==> src/rtl/noc_switch3_pkt.sv <==
// noc_switch3_pkt: 3-port packet-aware NoC switch (1=top, 2=bottom, 3=right).
// Each input buffers flits in a small FWFT FIFO; each output owns a round-robin
// arbiter that holds its grant from a packet's head flit until its last flit.
// Optional build macro SWITCH_STATS_EN adds one 16-bit delivered-packet counter
// per output (o_pkt_cnt1..3).
//
// Arbiter states (one arbiter per output):
//   state | meaning
//   IDLE  | no owner; looks for head flits routed to this output
//   BUSY  | owner's packet streams out until a transfer with last
//
// Route ranges must satisfy min <= max; top wins where ranges overlap.
module noc_switch3_pkt #(
    parameter int DataWidth = 32,
    parameter int FifoDepth = 4,
    parameter int DestLsb   = 24,
    parameter int DestWidth = 8,
    parameter int topMin    = 1,
    parameter int topMax    = 1,
    parameter int bottomMin = 0,
    parameter int bottomMax = 0
) (
    input  logic                 i_clk,
    input  logic                 i_reset,
    input  logic [DataWidth-1:0] i_data1,
    input  logic                 i_data_last1,
    input  logic                 i_data_valid1,
    output logic                 o_data_ready1,
    output logic [DataWidth-1:0] o_data1,
    output logic                 o_data_last1,
    output logic                 o_data_valid1,
    input  logic                 i_data_ready1,
    input  logic [DataWidth-1:0] i_data2,
    input  logic                 i_data_last2,
    input  logic                 i_data_valid2,
    output logic                 o_data_ready2,
    output logic [DataWidth-1:0] o_data2,
    output logic                 o_data_last2,
    output logic                 o_data_valid2,
    input  logic                 i_data_ready2,
    input  logic [DataWidth-1:0] i_data3,
    input  logic                 i_data_last3,
    input  logic                 i_data_valid3,
    output logic                 o_data_ready3,
    output logic [DataWidth-1:0] o_data3,
    output logic                 o_data_last3,
    output logic                 o_data_valid3,
    input  logic                 i_data_ready3
`ifdef SWITCH_STATS_EN
    ,
    output logic [15:0]          o_pkt_cnt1,
    output logic [15:0]          o_pkt_cnt2,
    output logic [15:0]          o_pkt_cnt3
`endif
);

    localparam int AW = $clog2(FifoDepth);
    localparam int CW = AW + 1;

    // Ranges are checked as (d - min) <= (max - min) in DestWidth-bit arithmetic,
    // which avoids constant-true comparisons when a min is zero.
    localparam logic [DestWidth-1:0] TOP_MIN  = DestWidth'(topMin);
    localparam logic [DestWidth-1:0] TOP_SPAN = DestWidth'(topMax - topMin);
    localparam logic [DestWidth-1:0] BOT_MIN  = DestWidth'(bottomMin);
    localparam logic [DestWidth-1:0] BOT_SPAN = DestWidth'(bottomMax - bottomMin);

    typedef enum logic {IDLE, BUSY} arb_state_t;

    logic [DataWidth-1:0] in_data [3];
    logic [2:0]           in_last, in_valid, in_ready, dn_ready;

    logic [DataWidth-1:0] mem_data [3][FifoDepth];
    logic                 mem_last [3][FifoDepth];
    logic [AW-1:0]        wr_ptr [3];
    logic [AW-1:0]        rd_ptr [3];
    logic [CW-1:0]        count [3];
    logic [2:0]           push, pop, empty, is_head, head_last;
    logic [DataWidth-1:0] head_data [3];
    logic [1:0]           route [3];
    logic [2:0]           req [3];

    arb_state_t           state [3];
    arb_state_t           state_next [3];
    logic [1:0]           owner [3];
    logic [1:0]           owner_next [3];
    logic [1:0]           rr [3];
    logic [1:0]           rr_next [3];

    logic [DataWidth-1:0] out_data [3];
    logic [2:0]           out_last, out_valid, xfer;

    assign in_data[0] = i_data1;
    assign in_data[1] = i_data2;
    assign in_data[2] = i_data3;
    assign in_last    = {i_data_last3, i_data_last2, i_data_last1};
    assign in_valid   = {i_data_valid3, i_data_valid2, i_data_valid1};
    assign dn_ready   = {i_data_ready3, i_data_ready2, i_data_ready1};

    assign o_data_ready1 = in_ready[0];
    assign o_data_ready2 = in_ready[1];
    assign o_data_ready3 = in_ready[2];
    assign o_data1       = out_data[0];
    assign o_data2       = out_data[1];
    assign o_data3       = out_data[2];
    assign o_data_last1  = out_last[0];
    assign o_data_last2  = out_last[1];
    assign o_data_last3  = out_last[2];
    assign o_data_valid1 = out_valid[0];
    assign o_data_valid2 = out_valid[1];
    assign o_data_valid3 = out_valid[2];

    function automatic logic [1:0] route_of(input logic [DestWidth-1:0] d);
        logic [DestWidth-1:0] top_off;
        logic [DestWidth-1:0] bot_off;
        top_off = d - TOP_MIN;
        bot_off = d - BOT_MIN;
        if (top_off <= TOP_SPAN)
            route_of = 2'd0;
        else if (bot_off <= BOT_SPAN)
            route_of = 2'd1;
        else
            route_of = 2'd2;
    endfunction

    // First requester strictly after the pointer, order 1->2->3->1.
    function automatic logic [1:0] rr_pick(input logic [2:0] r, input logic [1:0] ptr);
        logic [1:0] idx;
        logic       found;
        rr_pick = 2'd0;
        found   = 1'b0;
        idx     = ptr;
        for (int k = 0; k < 3; k++) begin
            idx = (idx == 2'd2) ? 2'd0 : idx + 2'd1;
            if (r[idx] && !found) begin
                rr_pick = idx;
                found   = 1'b1;
            end
        end
    endfunction

    // FIFO status, head view, route decode of the head flit and per-output requests.
    always_comb begin
        for (int i = 0; i < 3; i++) begin
            in_ready[i]  = (count[i] != CW'(FifoDepth)) & ~i_reset;
            push[i]      = in_valid[i] & in_ready[i];
            empty[i]     = (count[i] == '0);
            head_data[i] = mem_data[i][rd_ptr[i]];
            head_last[i] = mem_last[i][rd_ptr[i]];
            route[i]     = route_of(head_data[i][DestLsb +: DestWidth]);
        end
        for (int o = 0; o < 3; o++) begin
            for (int i = 0; i < 3; i++) begin
                req[o][i] = ~empty[i] & is_head[i] & (route[i] == 2'(o));
            end
        end
    end

    // FIFO storage; contents need no reset since count gates every read.
    always_ff @(posedge i_clk) begin
        for (int i = 0; i < 3; i++) begin
            if (push[i]) begin
                mem_data[i][wr_ptr[i]] <= in_data[i];
                mem_last[i][wr_ptr[i]] <= in_last[i];
            end
        end
    end

    // FIFO pointers, occupancy and head-flit tracking (next flit after a last is a head).
    always_ff @(posedge i_clk) begin
        if (i_reset) begin
            for (int i = 0; i < 3; i++) begin
                wr_ptr[i]  <= '0;
                rd_ptr[i]  <= '0;
                count[i]   <= '0;
                is_head[i] <= 1'b1;
            end
        end else begin
            for (int i = 0; i < 3; i++) begin
                if (push[i])
                    wr_ptr[i] <= wr_ptr[i] + 1'b1;
                if (pop[i]) begin
                    rd_ptr[i]  <= rd_ptr[i] + 1'b1;
                    is_head[i] <= head_last[i];
                end
                count[i] <= count[i] + CW'(push[i]) - CW'(pop[i]);
            end
        end
    end

    // Arbiter state register; pointer 2 (input 3) gives input 1 first priority.
    always_ff @(posedge i_clk) begin
        if (i_reset) begin
            for (int o = 0; o < 3; o++) begin
                state[o] <= IDLE;
                owner[o] <= 2'd0;
                rr[o]    <= 2'd2;
            end
        end else begin
            for (int o = 0; o < 3; o++) begin
                state[o] <= state_next[o];
                owner[o] <= owner_next[o];
                rr[o]    <= rr_next[o];
            end
        end
    end

    // Arbiter next state: grant on a routed head flit, release after the last transfer.
    always_comb begin
        for (int o = 0; o < 3; o++) begin
            state_next[o] = state[o];
            owner_next[o] = owner[o];
            rr_next[o]    = rr[o];
            case (state[o])
                IDLE: begin
                    if (|req[o]) begin
                        state_next[o] = BUSY;
                        owner_next[o] = rr_pick(req[o], rr[o]);
                    end
                end
                BUSY: begin
                    if (xfer[o] && out_last[o]) begin
                        state_next[o] = IDLE;
                        rr_next[o]    = owner[o];
                    end
                end
                default: state_next[o] = IDLE;
            endcase
        end
    end

    // Output drive from the owner's FIFO head; data/last forced to zero when not valid.
    always_comb begin
        pop = '0;
        for (int o = 0; o < 3; o++) begin
            out_valid[o] = (state[o] == BUSY) & ~empty[owner[o]];
            out_data[o]  = out_valid[o] ? head_data[owner[o]] : '0;
            out_last[o]  = out_valid[o] & head_last[owner[o]];
            xfer[o]      = out_valid[o] & dn_ready[o];
            for (int i = 0; i < 3; i++) begin
                if (xfer[o] && owner[o] == 2'(i))
                    pop[i] = 1'b1;
            end
        end
    end

`ifdef SWITCH_STATS_EN
    logic [15:0] pkt_cnt [3];

    // Delivered-packet counters, one per output, wrapping at 16 bits.
    always_ff @(posedge i_clk) begin
        if (i_reset) begin
            for (int o = 0; o < 3; o++)
                pkt_cnt[o] <= '0;
        end else begin
            for (int o = 0; o < 3; o++) begin
                if (xfer[o] && out_last[o])
                    pkt_cnt[o] <= pkt_cnt[o] + 16'd1;
            end
        end
    end

    assign o_pkt_cnt1 = pkt_cnt[0];
    assign o_pkt_cnt2 = pkt_cnt[1];
    assign o_pkt_cnt3 = pkt_cnt[2];
`endif

endmodule

==> config.mk <==
export PLATFORM = sky130hd
export DESIGN_NAME = noc_switch3_pkt
export DESIGN_NICKNAME = d
export VERILOG_FILES = /design/src/rtl/noc_switch3_pkt.sv
export SDC_FILE = /design/constraint.sdc
export NUM_CORES = 1
export LEC_CHECK = 0
export BUFFER_PORTS_ARGS = -buffer_cell sky130_fd_sc_hd__buf_2
export CORE_MARGIN = 2
export CORE_UTILIZATION = 60
export CTS_CLUSTER_DIAMETER = 60
export DETAILED_ROUTE_END_ITERATION = 16
export PLACE_DENSITY = 0.92
export SKIP_CTS_REPAIR_TIMING = 1
export SLEW_MARGIN = 20
export SYNTH_ARGS = -nofsm -noshare
export SYNTH_HDL_FRONTEND = slang
export SYNTH_SLANG_ARGS = --single-unit
==> constraint.sdc <==
create_clock -name i_clk -period 5.6 [get_ports i_clk]
set_clock_uncertainty 0.15 [all_clocks]
set_input_delay 0.56 -clock i_clk [delete_from_list [all_inputs] [get_ports i_clk]]
set_output_delay 0.56 -clock i_clk [all_outputs]
set_load 0.01 [all_outputs]
**Word level (Yosys, flattened, before mapping)**

Memory sizes are Yosys's and may differ from the RTL's.
Index checks and enable logic that the tools add are counted.

- Memory bits (writable): 432
- Word-level logic and storage cells: 381
- Input bits: 107
- Bits in registers: 3
- Memories: 8

Memories:

| name | depth | width | read ports | clocked after memory_dff | wr ports | line | RTL |
|---|---|---|---|---|---|---|---|
| mem_data | 3 | 128 | 3 | 0 | 3 | 72 | `logic [DataWidth-1:0] mem_data [3][FifoDepth];` |
| mem_last | 3 | 4 | 3 | 0 | 3 | 73 | `logic mem_last [3][FifoDepth];` |
| count | 3 | 3 | 3 | 0 | 3 | 76 | `logic [CW-1:0] count [3];` |
| owner | 3 | 2 | 3 | 0 | 3 | 84 | `logic [1:0] owner [3];` |
| rd_ptr | 3 | 2 | 3 | 0 | 3 | 75 | `logic [AW-1:0] rd_ptr [3];` |
| rr | 3 | 2 | 3 | 0 | 3 | 86 | `logic [1:0] rr [3];` |
| +2 memories | n/a | n/a | n/a | n/a | n/a | n/a |  |

- Add/subtract/negate cells: 24
- Bitwise operators: 64
- $lt $le $gt $ge: 30
- Reduce and logical (&&, ||, !) cells: 39
- Equality and inequality tests: 24
- Muxes and demuxes: 189

Operator list:

| kind | number |
|---|---|
| $mux W32 | 18 |
| $bmux W32 S2 | 6 |
| $mux W128 | 3 |
| $demux W32 S2 | 3 |
| $mux W2 | 48 |
| $mux W1 | 81 |
| $le A8 B1 Y1 const B | 6 |
| $bmux W1 S2 | 18 |
| $lt A2 B3 Y1 const B | 12 |
| $add A2 B1 Y2 const B | 15 |
| $eq A2 B2 Y1 const B | 15 |
| $and A1 B1 Y1 | 27 |
| $ge A3 B3 Y1 const B | 9 |
| $not A2 Y3 | 9 |
| $sub A8 B1 Y8 const B | 3 |
| $logic_and A1 B1 Y1 | 21 |
| $or A1 B1 Y1 | 18 |
| $eq A2 B1 Y1 const B | 6 |
| $logic_not A2 Y1 | 6 |
| $mux W4 | 3 |
| $not A1 Y1 | 10 |
| $add A3 B1 Y3 | 3 |
| $logic_not A3 Y1 | 3 |
| $lt A3 B1 Y1 const B | 3 |
| 7 further kinds | 24 |

**Logic depth before layout (Yosys ltp)**

Gate-level depths: netlist of the first run.

- Depth after elaboration: 25
- Mapped depth: 11
- Depth with buffers taken out: 10

**Worst setup path after synthesis of the first run**

Ideal clock, no wire load.

- Path kind: reg-to-output
- From: memory rd_ptr[0][4] in the netlist's numbering
- To: output o_data3[10]
- Data required time: 4.890 ns
- Setup slack: 2.684 ns
- Path buffers: 3
- Arrival time: 2.206 ns
- Stages on the path, launching flop included: 7
- Cells stage by stage: edfxtp_1 -> buf_2 -> buf_2 -> buf_1 -> mux4_2 -> a21oi_1 -> nor2_1

RTL lines:

| what | line | RTL |
|---|---|---|
| start: declaration | 75 |  |
| end: declaration | 45 | `output logic [DataWidth-1:0] o_data3,` |

==> impl_metrics.tcl, run 1 <==
set metrics [dict create \
    p_per_area_mw_per_mm2 383 \
    synth-simple-area-share_pct 8.53 \
    clk_latency_ns 0.54 \
    synth_top_area_share_pct 64.1 \
    peakVddDrop_uv 272 \
    timing.reg2reg.worst_path_depth 5 \
    synth_xor_area_share_pct 0.413 \
    setup_violations 0 \
    crit_path_start_kind "flop" \
    cts_tree "yes" \
    cts_buffers 43 \
    synth_area_mm2 0.0191 \
    reg2reg_to "owner[0][2]" \
    worstPathArrival_ns 3.56 \
    synth.area.mux_share_pct 14.0 \
    rsz0062_at_grt "false" \
    grt_pass1_wl_mm 78.7 \
    antenna_found_initial 8 \
    clock-sinks 435 \
    synthAdderAreaFrac_pct 1.49 \
    final_cell_area_mm2 0.0219 \
    grt_pass1_vias 12600 \
    fmax_mhz 234 \
    synth_top_family_by_area "multiplexers" \
    drive_gt1_share_pct 27.1 \
    cts_root_buf "clkbuf_16" \
    cp_max_fo 22 \
    synthCells 1309 \
    worstPathRequired_ns 4.89 \
    maxCapViolations 0 \
    synth_flop_cell "edfxtp_1" \
    gr-total-overflow 0 \
    r2r_start "rd_ptr[0][0]" \
    synth_edf_count 408 \
    fp.dieH_um 182 \
    leakagePower_nw 7.87 \
    dr.pass1.iters 7 \
    synth_seq_cells 435 \
    path_class "reg2out" \
    ff2ff_setup_slack_ns 1.98 \
    synthTopCellsByArea "edfxtp_1 (64%), mux4_2 (11%), a21oi_1 (4.6%)" \
    ys_async_sr_fraction_pct 0 \
    maxSlewViolCount 0 \
    status "finished clean" \
    syn_nets 1437 \
    clock_path_buffers 3 \
    min-delay-start "i_data2[7]" \
    drt_iter0_markers 1918 \
    yosysTopAreaCell "edfxtp_1" \
    tns_ns 0 \
    initial_utilization_pct 60.7 \
    holdPathEnd "mem_data[0][135]" \
    die-width_um 182 \
    ios 212 \
    syn_to_final_growth_pct 14.6 \
    final_util_pct 69.6 \
    grt_max_degree 40 \
    period_minus_slack_ns 4.27 \
    cts_htree_levels 2 \
    endpoint_kind "primary output" \
    coreArea_mm2 0.0315 \
    dp_hpwl_mm 34.8 \
    synth.yosys.warnings 0 \
    vias_per_cell 6.63 \
    ant_nets 0 \
    wire_per_inst_um 27.4 \
    path_clk_slew_ns 0.06 \
    totalWireLength_mm 53.5 \
    yosysUniqueCellTypes 59 \
    synth_compound_area_share_pct 6.30 \
    synth_seq_area_share_pct 66.9 \
    hold_viol_final 0 \
    dieArea_mm2 0.0333 \
    placed_area_mm2 0.0206 \
    rows 65 \
    gp_congestion 1.02 \
    synth.most_common_cell "edfxtp_1" \
    vias 13000 \
    remaining_drc_errors 0 \
    port_buffers 211 \
    hold_class "in2reg" \
    layout.nets 1641 \
    worstMarginPinSlew_ns 1.18 \
    track_usage_pct 32.2 \
    relSlewSlack_pct 20.9 \
    fillers 1995 \
    ys_top_cells_by_count "edfxtp_1 (408), a21oi_1 (176), nor2_1 (154), nand2_1 (136), mux4_2 (97)" \
    place_inst 1869 \
    holdPathStages 1 \
    final.period_utilization_pct 76.3 \
    syn_avg_cell_area_um2 14.6 \
    instances_no_fill 1952 \
]
==> sequential cells by signal (all words and copies together) (netlist names) <==
signal	cells
count	9
mem_data	384
state	3
rd_ptr	6
mem_last	12
owner	6
rr	6
wr_ptr	6
is_head	3
==> worst max-delay path by stage <==
stage	endpoint	slack, ns	start	depth (start not counted)
after floorplan	o_data3[10]	2.68	rd_ptr[0][4]	6
after global placement	o_data1[20]	2.05	rd_ptr[0][0]	7
after detailed placement	o_data3[16]	1.94	owner[0][4]	7
after CTS	o_data3[16]	1.37	owner[0][4]	7
after global routing	o_data1[20]	1.03	rd_ptr[0][0]	7
final	o_data1[20]	1.33	rd_ptr[0][0]	7
==> layer usage <==
layer	global-route usage, %	routed length [um]	part of all wire (%)	vias up
li1	-	-	-	5417
met1	41.8	18500	35	6258
met2	51.9	25500	48	1075
met3	7.76	6600	12	198
met4	15.3	2930	5.5	2
met5	0	13	0.024	-
==> power breakdown <==
part           total, W  switching, W  internal [W]
logic           0.00176       0.00115      0.000610
registers       0.00392      0.000119       0.00380
clock network   0.00271       0.00117       0.00154
total           0.00839       0.00244       0.00595
==> logic make-up after synthesis <==
group / after synthesis
and+or+nand+nor: 371
adders and majority gates: 21
AOI/OAI and AO/OA: 218
DFF: 435
muxes: 142
xor gates and xnor gates: 9
buffers and inverters: 113
==> layout by cell type, fill, tap and decap left out, types with 28 or more instances in the layout <==
cell type | netlist | final
edfxtp_1 | 408 | 408
buf_2 | 8 | 211
a21oi_1 | 176 | 176
nor2_1 | 154 | 154
nand2_1 | 136 | 136
mux4_2 | 97 | 97
clkbuf_16 | 0 | 43
mux2i_1 | 42 | 42
buf_4 | 0 | 31
inv_1 | 28 | 28
==> area by class of cell <==
class | count | area [um2] | area share, %
flip-flops and latches | 435 | 12800 | 58.4
multi-input cells | 761 | 5890 | 26.9
repair buffers | 242 | 1290 | 5.88
clock buffers | 50 | 1100 | 5.03
well taps | 402 | 503 | 2.30
clock inverters | 22 | 194 | 0.885
inverters | 30 | 113 | 0.514
diodes | 10 | 25.0 | 0.114
==> critical path: stages (launching register included) <==
cell and delay (ns):
edfxtp_1 0.89, buf_4 0.53, mux4_2 0.63, mux2i_1 0.17, nor2_1 0.07, a21oi_1 0.46
nor2_1 0.08, buf_2 0.19
==> through the flow <==
stage / power [W] / hold slack, ns / setup slack [ns]
3_5_place_dp: 0.00566 / 0.315 / 1.94
2_1_floorplan: 0.00502 / 0.292 / 2.68
6_report: 0.00839 / 0.0758 / 1.33
3_3_place_gp: 0.00560 / 0.303 / 2.05
4_1_cts: 0.00833 / 0.0731 / 1.37
5_1_grt: 0.00864 / 0.0818 / 1.03
Power figures use the tool's default switching activity.
==> inputs of run 2 (changes only) <==
Settings changed: CORE_UTILIZATION 60 to 59, PLACE_DENSITY 0.92 to 0.91.
Clock period 5.6 ns to 4.35 ns, I/O delays scaled along.
==> run 2 against run 1 <==
  * Critical path depth grew 1
  * Worst setup slack got worse by 0.96 ns
  * Count of clock-buffer cells in the layout is 4 higher
  * Clock power increased by 44%
  * Final cell count up 6.2%
  * Highest routed layer is now met4
  * Via count is 6.7% higher
  * Utilization is 3.6 points higher
  * Global-route usage is 0.75 points higher
  * Critical path type unchanged
  * Worst hold slack worse by 0.059 ns
==> impl_metrics.tcl, run 2 (same netlist as run 1, synthesis figures left out) <==
set metrics [dict create \
    tns_ns 0 \
    ff2ff_setup_slack_ns 1.16 \
    dr.pass1.iters 7 \
    clk_latency_ns 0.57 \
    ios 212 \
    path_clk_slew_ns 0.06 \
    final_common_cell "edfxtp_1" \
    grt_pass1_vias 12900 \
    gr-total-overflow 0 \
    reg2reg_to "state[0][2]" \
    layout.nets 1757 \
    setup_violations 0 \
    fillers 1921 \
    totalWireLength_mm 59.5 \
    worstPathArrival_ns 3.40 \
    cts_htree_levels 2 \
    largest_reg_flops 384 \
    startpoint "rd_ptr[0][3]" \
    layout_common_cells "edfxtp_1 (408), buf_2 (211), a21oi_1 (176)" \
    r2r_start "rd_ptr[0][2]" \
    grt_max_degree 38 \
    grt_pass1_wl_mm 80.4 \
    leakagePower_nw 8.46 \
    multi_input_area_mm2 0.00589 \
    p_per_area_mw_per_mm2 489 \
    vias_per_cell 6.67 \
    remaining_drc_errors 0 \
    worstMarginPinSlew_ns 1.03 \
    cts_tree "yes" \
    seq_area_mm2 0.0128 \
    wire_per_inst_um 28.7 \
    drive_gt1_share_pct 26.7 \
    hold_class "in2reg" \
    clock_path_buffers 3 \
    cp-endpoint "o_data1[13]" \
    final.period_utilization_pct 91.5 \
    cp_max_fo 18 \
    gp_congestion 0.969 \
    path_class "reg2out" \
    worstPathRequired_ns 3.76 \
    syn_to_final_growth_pct 21.5 \
    rsz0062_at_grt "false" \
    maxCapViolations 0 \
    placed_area_mm2 0.0207 \
    fp.dieH_um 184 \
    crit_path_start_kind "flop" \
    ant_nets 0 \
    timing.reg2reg.worst_path_depth 6 \
    dieArea_mm2 0.0338 \
    coreArea_mm2 0.0317 \
    fmax_mhz 251 \
    initial_utilization_pct 60.2 \
    dp_hpwl_mm 36.1 \
    relSlewSlack_pct 31.1 \
    hold_viol_final 0 \
    holdPathStages 1 \
    status "finished clean" \
    period_minus_slack_ns 3.98 \
    drt_iter0_markers 2322 \
    rows 65 \
    vias 13800 \
    maxSlewViolCount 0 \
    port_buffers 211 \
    track_usage_pct 32.9 \
    cts_buffers 45 \
    antenna_found_initial 3 \
    cts_root_buf "clkbuf_16" \
    die-width_um 184 \
    final_cell_area_mm2 0.0232 \
    endpoint_kind "primary output" \
    peakVddDrop_uv 419 \
    clock-sinks 435 \
]
==> run 2: area by class of cell <==
| type | count | share of cell area [%] |
|---|---|---|
| clock buffer | 54 | 5.00 |
| inverter | 30 | 0.485 |
| clock inverter | 30 | 1.39 |
| timing repair buffer | 356 | 10.5 |
| antenna | 5 | 0.0539 |
| tap | 402 | 2.17 |
| multi-input combinational | 761 | 25.4 |
| sequential | 435 | 55.1 |
==> run 2: layer usage <==
layer  global-route usage, %  wire (um)
met1                    43.0      19900
met2                    54.4      29200
met3                    6.81       7360
met4                    13.6       3080
met5                       0          0
==> run 2: where the power goes <==
part           internal (W)  total [W]  switching [W]
registers           0.00489    0.00506       0.000171
logic              0.000857    0.00240        0.00154
clock network       0.00223    0.00389        0.00166
total               0.00798     0.0113        0.00336
==> run 2: worst min-delay path by stage <==
stage                startpoint               end  slack (ns)
floorplan            is_head[0]        is_head[0]        0.29
global placement     is_head[0]        is_head[0]        0.31
detailed placement   is_head[0]        is_head[0]        0.31
CTS                  i_data1[8]    mem_data[0][8]       -0.07
global route        i_data2[28]  mem_data[0][252]      0.0003
finish              i_data2[28]  mem_data[0][188]        0.02
==> run 2: critical path: stages, from the launching register on <==
cell      delay [ns]
edfxtp_1        0.97
buf_4           0.34
buf_4           0.27
mux4_2          0.39
mux2i_1         0.21
nor2_1          0.07
a21oi_1         0.33
nor2_1          0.08
buf_2           0.16
==> run 2: through the flow <==
stage	instances	total power [W]	hold WS [ns]	utilization, %	setup WS (ns)
CTS	1967	0.0111	-0.0747	69.9	0.540
global placement	1883	0.00723	0.311	65.2	1.21
finish	2073	0.0113	0.0163	73.2	0.369
global route	2071	0.0116	0.000311	73.2	0.388
detailed placement	1883	0.00731	0.315	65.2	1.15
floorplan	1309	0.00646	0.292	-	1.56
